## src/rtl/fft_ram_ctrl_if.sv

```systemverilog
// Control/address bundle between fft_ram_ctrl, the FFT top-level control and the 4-bank RAM/butterfly path.
interface fft_ram_ctrl_if #(
    parameter int A_BIT = 8,
    parameter int S_BIT = 3
);
    logic             iSTART;
    logic             oBUSY;
    logic             oDONE;
    logic [S_BIT-1:0] oSTAGE;
    logic [A_BIT-1:0] oADDR_RD;
    logic             oRD_VALID;
    logic [A_BIT-1:0] oBF_IDX;
    logic [A_BIT-1:0] oADDR_WR;
    logic             oWE;
    logic [S_BIT-1:0] oWR_STAGE;

    modport master (
        output iSTART,
        input  oBUSY, oDONE, oSTAGE, oADDR_RD, oRD_VALID, oBF_IDX,
        input  oADDR_WR, oWE, oWR_STAGE
    );

    modport slave (
        input  iSTART,
        output oBUSY, oDONE, oSTAGE, oADDR_RD, oRD_VALID, oBF_IDX,
        output oADDR_WR, oWE, oWR_STAGE
    );
endinterface

```

## src/rtl/fft_ram_ctrl.sv

```systemverilog
// In-place radix-4 FFT RAM sequencer: per stage one shared read address per cycle, replayed as the write address LAT cycles later.
// Optional FFT_CTRL_DIGIT_REV_EN: final-stage writes go to the digit-reversed counter (natural-order output).
module fft_ram_ctrl #(
    parameter int A_BIT     = 8,
    parameter int STAGE_NUM = 5,
    parameter int S_BIT     = 3,
    parameter int LAT       = 4
) (
    input  logic          iCLK,
    input  logic          iRST,
    fft_ram_ctrl_if.slave bus
);
    localparam int               D          = A_BIT / 2;
    localparam logic [S_BIT-1:0] LAST_STAGE = S_BIT'(STAGE_NUM - 1);
    localparam logic [3:0]       DRAIN_LAST = 4'(LAT - 1);

    typedef enum logic [1:0] {
        S_IDLE,
        S_READ,
        S_DRAIN,
        S_DONE
    } state_t;

    state_t           state_q, state_d;
    logic [A_BIT-1:0] cnt_q, cnt_d;
    logic [S_BIT-1:0] stage_q, stage_d;
    logic [3:0]       drain_q, drain_d;

    logic             rd_vld_q;
    logic             busy_q;
    logic             done_q;
    logic [A_BIT-1:0] addr_rd_q;
    logic [A_BIT-1:0] bf_idx_q;
    logic [A_BIT-1:0] wa_src;

    logic             dl_vld_q   [LAT];
    logic [A_BIT-1:0] dl_addr_q  [LAT];
    logic [S_BIT-1:0] dl_stage_q [LAT];

    // Rotate the counter left by (stage mod D) 2-bit digits.
    function automatic logic [A_BIT-1:0] rot_digits(input logic [A_BIT-1:0] c,
                                                    input logic [S_BIT-1:0] s);
        logic [A_BIT-1:0] r;
        int               n;
        r = c;
        n = int'(s) % D;
        for (int i = 0; i < D; i++) begin
            if (i < n) begin
                r = (r << 2) | (r >> (A_BIT - 2));
            end
        end
        return r;
    endfunction

    always_ff @(posedge iCLK or posedge iRST) begin
        if (iRST) begin
            state_q <= S_IDLE;
            cnt_q   <= '0;
            stage_q <= '0;
            drain_q <= '0;
        end else begin
            state_q <= state_d;
            cnt_q   <= cnt_d;
            stage_q <= stage_d;
            drain_q <= drain_d;
        end
    end

    always_comb begin
        state_d = state_q;
        cnt_d   = cnt_q;
        stage_d = stage_q;
        drain_d = drain_q;
        case (state_q)
            S_IDLE: begin
                if (bus.iSTART) begin
                    state_d = S_READ;
                    cnt_d   = '0;
                    stage_d = '0;
                end
            end
            S_READ: begin
                cnt_d = cnt_q + 1'b1;
                if (cnt_q == '1) begin
                    state_d = S_DRAIN;
                    drain_d = '0;
                end
            end
            S_DRAIN: begin
                drain_d = drain_q + 1'b1;
                if (drain_q == DRAIN_LAST) begin
                    if (stage_q == LAST_STAGE) begin
                        state_d = S_DONE;
                    end else begin
                        state_d = S_READ;
                        stage_d = stage_q + 1'b1;
                        cnt_d   = '0;
                    end
                end
            end
            S_DONE: begin
                state_d = S_IDLE;
            end
            default: begin
                state_d = S_IDLE;
            end
        endcase
    end

    // Outputs are registered from next-state so they line up with state_q.
    always_ff @(posedge iCLK or posedge iRST) begin
        if (iRST) begin
            rd_vld_q  <= 1'b0;
            busy_q    <= 1'b0;
            done_q    <= 1'b0;
            addr_rd_q <= '0;
            bf_idx_q  <= '0;
        end else begin
            rd_vld_q  <= (state_d == S_READ);
            busy_q    <= (state_d == S_READ) || (state_d == S_DRAIN);
            done_q    <= (state_d == S_DONE);
            addr_rd_q <= (state_d == S_READ) ? rot_digits(cnt_d, stage_d) : '0;
            bf_idx_q  <= (state_d == S_READ) ? cnt_d : '0;
        end
    end

`ifdef FFT_CTRL_DIGIT_REV_EN
    logic [A_BIT-1:0] wa_src_q;

    function automatic logic [A_BIT-1:0] rev_digits(input logic [A_BIT-1:0] c);
        logic [A_BIT-1:0] r;
        r = '0;
        for (int i = 0; i < D; i++) begin
            r[2*i +: 2] = c[2*(D-1-i) +: 2];
        end
        return r;
    endfunction

    always_ff @(posedge iCLK or posedge iRST) begin
        if (iRST) begin
            wa_src_q <= '0;
        end else if (state_d != S_READ) begin
            wa_src_q <= '0;
        end else if (stage_d == LAST_STAGE) begin
            wa_src_q <= rev_digits(cnt_d);
        end else begin
            wa_src_q <= rot_digits(cnt_d, stage_d);
        end
    end

    assign wa_src = wa_src_q;
`else
    assign wa_src = addr_rd_q;
`endif

    // Write replay: reset flushes the line so an aborted transform stops writing at once.
    always_ff @(posedge iCLK or posedge iRST) begin
        if (iRST) begin
            for (int i = 0; i < LAT; i++) begin
                dl_vld_q[i]   <= 1'b0;
                dl_addr_q[i]  <= '0;
                dl_stage_q[i] <= '0;
            end
        end else begin
            dl_vld_q[0]   <= rd_vld_q;
            dl_addr_q[0]  <= wa_src;
            dl_stage_q[0] <= rd_vld_q ? stage_q : '0;
            for (int i = 1; i < LAT; i++) begin
                dl_vld_q[i]   <= dl_vld_q[i-1];
                dl_addr_q[i]  <= dl_addr_q[i-1];
                dl_stage_q[i] <= dl_stage_q[i-1];
            end
        end
    end

    assign bus.oBUSY     = busy_q;
    assign bus.oDONE     = done_q;
    assign bus.oSTAGE    = stage_q;
    assign bus.oADDR_RD  = addr_rd_q;
    assign bus.oRD_VALID = rd_vld_q;
    assign bus.oBF_IDX   = bf_idx_q;
    assign bus.oADDR_WR  = dl_addr_q[LAT-1];
    assign bus.oWE       = dl_vld_q[LAT-1];
    assign bus.oWR_STAGE = dl_stage_q[LAT-1];
endmodule

```

## src/flat_wrapper.sv

```systemverilog
// flat-port wrapper written by rule: the top's interface ports become plain ports
module fft_ram_ctrl_flat 
#(
    parameter int A_BIT     = 8,
    parameter int STAGE_NUM = 5,
    parameter int S_BIT     = 3,
    parameter int LAT       = 4
)
  (iCLK, iRST, bus_iSTART, bus_oBUSY, bus_oDONE, bus_oSTAGE, bus_oADDR_RD, bus_oRD_VALID, bus_oBF_IDX, bus_oADDR_WR, bus_oWE, bus_oWR_STAGE);
  fft_ram_ctrl_if #(.A_BIT(A_BIT), .S_BIT(S_BIT)) bus_i ();
  input  logic iCLK;
  input  logic iRST;
  input wire logic [$bits(bus_i.iSTART)-1:0] bus_iSTART;
  output wire logic [$bits(bus_i.oBUSY)-1:0] bus_oBUSY;
  output wire logic [$bits(bus_i.oDONE)-1:0] bus_oDONE;
  output wire logic [$bits(bus_i.oSTAGE)-1:0] bus_oSTAGE;
  output wire logic [$bits(bus_i.oADDR_RD)-1:0] bus_oADDR_RD;
  output wire logic [$bits(bus_i.oRD_VALID)-1:0] bus_oRD_VALID;
  output wire logic [$bits(bus_i.oBF_IDX)-1:0] bus_oBF_IDX;
  output wire logic [$bits(bus_i.oADDR_WR)-1:0] bus_oADDR_WR;
  output wire logic [$bits(bus_i.oWE)-1:0] bus_oWE;
  output wire logic [$bits(bus_i.oWR_STAGE)-1:0] bus_oWR_STAGE;
  assign bus_i.iSTART = bus_iSTART;
  assign bus_oBUSY = bus_i.oBUSY;
  assign bus_oDONE = bus_i.oDONE;
  assign bus_oSTAGE = bus_i.oSTAGE;
  assign bus_oADDR_RD = bus_i.oADDR_RD;
  assign bus_oRD_VALID = bus_i.oRD_VALID;
  assign bus_oBF_IDX = bus_i.oBF_IDX;
  assign bus_oADDR_WR = bus_i.oADDR_WR;
  assign bus_oWE = bus_i.oWE;
  assign bus_oWR_STAGE = bus_i.oWR_STAGE;
  fft_ram_ctrl #(.A_BIT(A_BIT), .STAGE_NUM(STAGE_NUM), .S_BIT(S_BIT), .LAT(LAT)) u_core (.iCLK(iCLK), .iRST(iRST), .bus(bus_i));
endmodule
```

## config.mk

```make
export PLATFORM = sky130hd
export DESIGN_NAME = fft_ram_ctrl_flat
export DESIGN_NICKNAME = d
export VERILOG_FILES = /design/src/rtl/fft_ram_ctrl_if.sv /design/src/rtl/fft_ram_ctrl.sv /design/src/flat_wrapper.sv
export SDC_FILE = /design/constraint.sdc
export NUM_CORES = 1
export LEC_CHECK = 0
export ABC_AREA = 1
export CAP_MARGIN = 15
export CORE_ASPECT_RATIO = 1.4
export CORE_UTILIZATION = 55
export CTS_BUF_LIST = sky130_fd_sc_hd__clkbuf_4 sky130_fd_sc_hd__clkbuf_8
export DETAILED_ROUTE_END_ITERATION = 6
export PLACE_DENSITY_LB_ADDON = 0.25
export SKIP_LAST_GASP = 1
export SYNTH_ARGS = -nofsm -noshare
export SYNTH_HDL_FRONTEND = slang
export SYNTH_SLANG_ARGS = --single-unit
```

## constraint.sdc

```tcl
create_clock -name iCLK -period 7.4 [get_ports iCLK]
set_input_delay 0.74 -clock iCLK [delete_from_list [all_inputs] [get_ports iCLK]]
set_output_delay 0.74 -clock iCLK [all_outputs]
set_load 0.005 [all_outputs]
```

Yosys cells after proc, flatten, opt, wreduce, memory -nomap -nowiden
Index checks and enable logic that the tools add are counted.

$add $sub $neg: 3. Magnitude comparators: 4. Equal/unequal tests: 13. Mux-type cells: 22. Bitwise gates (word level): 4. Reduce and logical (&&, ||, !) cells: 6.

Operators by type and width (number): 2-to-1 mux 8 bit (9); bitwise OR 8 x 2 -> 8 bit (4); one-hot mux 8 bit (3 select lines) (1); 2-to-1 mux 3 bit (4); adder 8 x 1 -> 8 bit, second input constant (1); == test 2 bit, second input constant (4); == test 8 bit, second input constant (1); 2-to-1 mux 2 bit (4); one-hot mux 2 bit (4 select lines) (1); one-hot mux 4 bit (2 select lines) (1); one-hot mux 3 bit (2 select lines) (1); adder 4 x 1 -> 4 bit, second input constant (1); == test 2 x 1 -> 1 bit, second input constant (2); == test 4 x 2 -> 1 bit, second input constant (1); < comparator 1 x 2 -> 1 bit, first input constant (2); < comparator 2 bit, first input constant (2); 2-to-1 mux 4 bit (1); != test 2 x 1 -> 1 bit, second input constant (2); != test 2 bit, second input constant (2); AND reduction 4 bit (1); nonzero test 2 bit (2); adder 3 x 1 -> 3 bit, second input constant (1); == test 3 bit, second input constant (1); zero test 2 bit (1); other kinds (2) (2).

Bits in registers: 84. Input bits: 3. Output and inout bits: 34. Word-level logic and storage cells: 74.

Longest topological paths before layout
Depth in word-level cells: 13. Gate-level depth with buffers: 12. Depth with buffers taken out: 12.

Worst setup path before layout
Ideal clock, no wire load.

Kind: reg-to-reg. From: register u_core.cnt_q[0]. To: register u_core.addr_rd_q[0] (netlist: u_core.bus.oADDR_RD[0]). Library setup time: 0.121 ns. Arrival: 1.749 ns. Setup slack: 5.530 ns. Stages on the path, launching flop included: 13. Path buffers: 1. Cells stage by stage: dfrtp_1 ha_1 nand2_1 nor2_1 nand3_1 nor2_1 nand2_1 nand2_1 inv_1 ha_1 buf_2 o21ai_0 nor2_1.

Elaborated cells on any way between the ends: 18. Those cells by class: 1 x add/sub; 2 x eq/ne; 11 x mux; 4 x bitwise.

RTL lines: start: declaration (line fft_ram_ctrl.sv:25) `logic [A_BIT-1:0] cnt_q, cnt_d;`; start signal: assignment (line fft_ram_ctrl.sv:63) `cnt_q <= cnt_d;`; == test 8 bit (line fft_ram_ctrl.sv:84) `if (cnt_q == '1) begin`; 2-to-1 mux 2 bit (line fft_ram_ctrl.sv:84); one-hot mux 2 bit (4 select lines) (line fft_ram_ctrl.sv:74) `case (state_q)`; named net u_core.state_d[1] (line fft_ram_ctrl.sv:24) `state_t state_q, state_d;`; == test 2 x 1 -> 1 bit (line fft_ram_ctrl.sv:122) `addr_rd_q <= (state_d == S_READ) ? rot_digits(cnt_d, stage_d) : '0;`; 2-to-1 mux 8 bit (line fft_ram_ctrl.sv:122); end signal: assignment (line fft_ram_ctrl.sv:122); end: declaration (line fft_ram_ctrl.sv:32) `logic [A_BIT-1:0] addr_rd_q;`.

The timed path passes the listed nets, and every way through them passes these cells. A chain may end at the register's enable or synchronous reset.

Worst setup path in the final report
From: register u_core.cnt_q[0]. To: register u_core.addr_rd_q[3] (netlist: u_core.bus.oADDR_RD[3]).

The elaborated chain is that of the path after synthesis.

==> run_results.csv <==
group,metric,value,unit
worst_hold_path,hold_path_class,"flop to flop",
sta,fin_worst_skew,5.336,ps
logic_synthesis,synth-simple-area-share,18.07,%
sta,maxSlewHeadroom,34.38,%
clocking,root_buffer,"clkbuf_8",
worst_setup_path,cp.required,7660,ps
detailed_routing,first_pass_iters,5,
logic_synthesis,synth_xor_area_share,0.8287,%
global_route,antenna_found_initial,0,
logic_synthesis,ys_warn_count,0,
detailed_routing,drt-vias-per-instance,5.102,
worst_setup_path,r2r_end,"u_core.bus.oADDR_RD[3]",
cells_and_area,diodes,0,
status,status,"completed",
detailed_routing,antenna_left,0,
clocking,cts_setup_buffers,0,
sta,finalHoldViolCount,0,
clocking,cts_sinks,84,
worst_setup_path,r2r-start,"u_core.cnt_q[0]",
floorplan,dieHeight,91.84,um
placed_design,dp_hpwl,3499,um
clocking,clk_latency,350,ps
logic_synthesis,synth_area,0.003171,sq mm
detailed_routing,avgRoutedWirePerCell,12.92,um
global_route,grt_pass1_wl,8956,um
sta,rsz0062_at_grt,"false",
logic_synthesis,synth_nets,301,
sta,period_needed,2339,ps
clocking,cts_tree,"done",
flow_run,cap_viol_max_count,0,
logic_synthesis,synth-seq-cells,84,
clocking,ctsResizeCount,0,
logic_synthesis,synth-compound-area-share,5.209,%
placed_design,place_area,0.003537,sq mm
logic_synthesis,yosys.cell_types.count,31,
floorplan,fp.dieW,66.17,um
cells_and_area,syn_to_final_growth,17.96,%
logic_synthesis,synth_area_per_cell,10.86,sq um
detailed_routing,drtIter0Drc,168,
sta,fmax,427.5,MHz
placed_design,globalplace.congestion,0.9874,
logic_synthesis,synthFlopType,"dfrtp_1",
power_and_ir_drop,p_leak,1.796,nW
floorplan,num_rows,32,
worst_setup_path,critical_path.startpoint,"u_core.cnt_q[0]",
worst_setup_path,arrival,2600,ps
global_route,grt_usage,20.15,%
logic_synthesis,synthArstFlopShare,100.0,%
floorplan,start_util,57.38,%
cells_and_area,fin_nets,337,
power_and_ir_drop,p_per_area,413.3,mW/mm^2
sta,finalSetupTns,0,ps
worst_setup_path,critPathMaxFanout,14,
placed_design,port_buffers,36,
clocking,clkTransAtPathRegs,80,ps
logic_synthesis,ys_seq_area_share,66.30,%
cells_and_area,final_cell_mix,"dfrtp_1, nand2_1, clkdlybuf4s50_1",
worst_setup_path,crit_type,"flop to flop",
logic_synthesis,synthAdderAreaFrac,2.368,%
logic_synthesis,syn_inst,292,
clocking,cts_max_path_buffers,2,
sta,tightest_slew,984.3,ps
cells_and_area,layout.cells.most_common,"dfrtp_1",
sta,timing.final.crit_share,31.61,%
global_route,grt_max_degree,85,
floorplan,core_area,0.005525,sq mm
clocking,cts_buffers,9,
clocking,cts_hold_buffers,0,
detailed_routing,wirelength,5179,um
global_route,grt_overflow_total,0,
worst_setup_path,critPathLaunchType,"flop",
floorplan,dieArea,0.006077,sq mm
detailed_routing,drc,0,
detailed_routing,vias,2046,
cells_and_area,drive_above_1_share,13.51,%
sta,setup_viol,0,
worst_setup_path,r2r_cells,11,
logic_synthesis,synth_edf_count,0,
floorplan,ios,37,
logic_synthesis,yosys-mux-area-fraction,0,%
sta,slew_viol_final,0,
power_and_ir_drop,worst_ir_drop_vdd,0.2020,mV
logic_synthesis,synth_top_family_by_area,"simple AND/OR/NAND/NOR gates",
clocking,htreeDepth,3,
worst_setup_path,crit_end,"u_core.bus.oADDR_RD[3]",
worst_setup_path,r2r_slack,5060,ps
global_route,grt_pass1_vias,1948,
worst_setup_path,crit_path_end_kind,"flop",
cells_and_area,post-route-cell-area,0.003740,sq mm
critical path, stage by stage, from the launching register on:
cell and delay (ps):
dfrtp_1 440, ha_1 230, nand2_1 120, nor2_1 70, nand3_1 110, nor2_1 70, nand2_1 150, nand2_1 130
inv_1 80, ha_1 470, o21ai_0 180, nor3_1 200
state kept, by name, indices dropped and copies added (netlist names):
name	count
u_core.dl_addr_q	24
u_core.dl_stage_q	9
u_core.bus.oADDR_RD	8
u_core.bus.oADDR_WR	8
u_core.bus.oBF_IDX	8
u_core.cnt_q	8
u_core.drain_q	4
u_core.bus.oSTAGE	3
u_core.bus.oWR_STAGE	3
u_core.dl_vld_q	3
u_core.state_q	2
u_core.bus.oBUSY	1
u_core.bus.oDONE	1
u_core.bus.oRD_VALID	1
u_core.bus.oWE	1
kinds of logic (layout without fill, tap and decap cells):
group / after synthesis / after routing
AOI/OAI and AO/OA: 30 / 30
adders and majority gates: 6 / 6
and+or+nand+nor: 120 / 120
DFF: 84 / 84
xor gates and xnor gates: 3 / 3
buffers and inverters: 49 / 90
area by class of cell:
type                    instances  area, sq um
multi-input cells             159        839.6
flip-flops and latches         84         2102
well taps                      68        85.08
fillers                       427         1785
clock inverters                 6        71.32
clock buffers                  10        131.4
repair buffers                 37        367.9
inverters                      37        142.6
synth_stat cells, types with 2 or more instances:
master,number,share of area [%]
buf_4,11,2.6
nand3b_1,3,0.71
o22ai_1,2,0.39
ha_1,6,2.4
o21ai_1,4,0.63
nand2_1,58,6.9
nor2_1,20,2.4
nand2_2,5,0.99
inv_2,8,0.95
nand3_2,3,0.95
o21ai_0,12,1.9
nand3_1,20,3.2
nand2_4,3,1.1
inv_1,28,3.3
dfrtp_1,84,66
xor2_1,2,0.55
a21oi_1,8,1.3
nor2_4,2,0.71
power breakdown:
part | total [W] | switching [W] | internal, W | leakage (nW)
clock | 0.000322 | 0.000159 | 0.000162 | 0.0969
sequential | 0.000731 | 0.0000823 | 0.000648 | 0.984
combinational | 0.000493 | 0.000258 | 0.000235 | 0.715
per-layer routing:
layer  vias to the layer above  wire length, um  GRT usage [%]
li1                        977                -              -
met1                       999             2199          25.94
met2                        64             2651          30.36
met3                         6              257          3.980
met4                         0               71          13.65
met5                         -                0              0
how the worst min path moves through the flow:
stage	from	end	slack (ps)	cells after the start
2_1_floorplan	u_core.dl_addr_q[8]	u_core.bus.oADDR_WR[0]	330	0
3_3_place_gp	u_core.dl_addr_q[28]	u_core.dl_addr_q[20]	330	0
3_5_place_dp	u_core.dl_addr_q[28]	u_core.dl_addr_q[20]	330	0
4_1_cts	u_core.dl_addr_q[28]	u_core.dl_addr_q[20]	350	0
5_1_grt	u_core.dl_addr_q[17]	u_core.dl_addr_q[9]	350	0
6_report	u_core.dl_addr_q[28]	u_core.dl_addr_q[20]	350	0
metrics by stage:
step / hold WS, ps / util, % / setup WS (ps) / instances / power (W)
2_1_floorplan: 331.2 / - / 4495 / 292 / 0.001023
3_3_place_gp: 332.1 / 64.02 / 4891 / 385 / 0.001211
3_5_place_dp: 334.7 / 64.02 / 4834 / 385 / 0.001232
4_1_cts: 348.8 / 67.69 / 5105 / 401 / 0.001562
5_1_grt: 354.4 / 67.69 / 4831 / 401 / 0.001663
6_report: 350.7 / 67.69 / 5061 / 401 / 0.001546
Power figures use the tool's default switching activity.
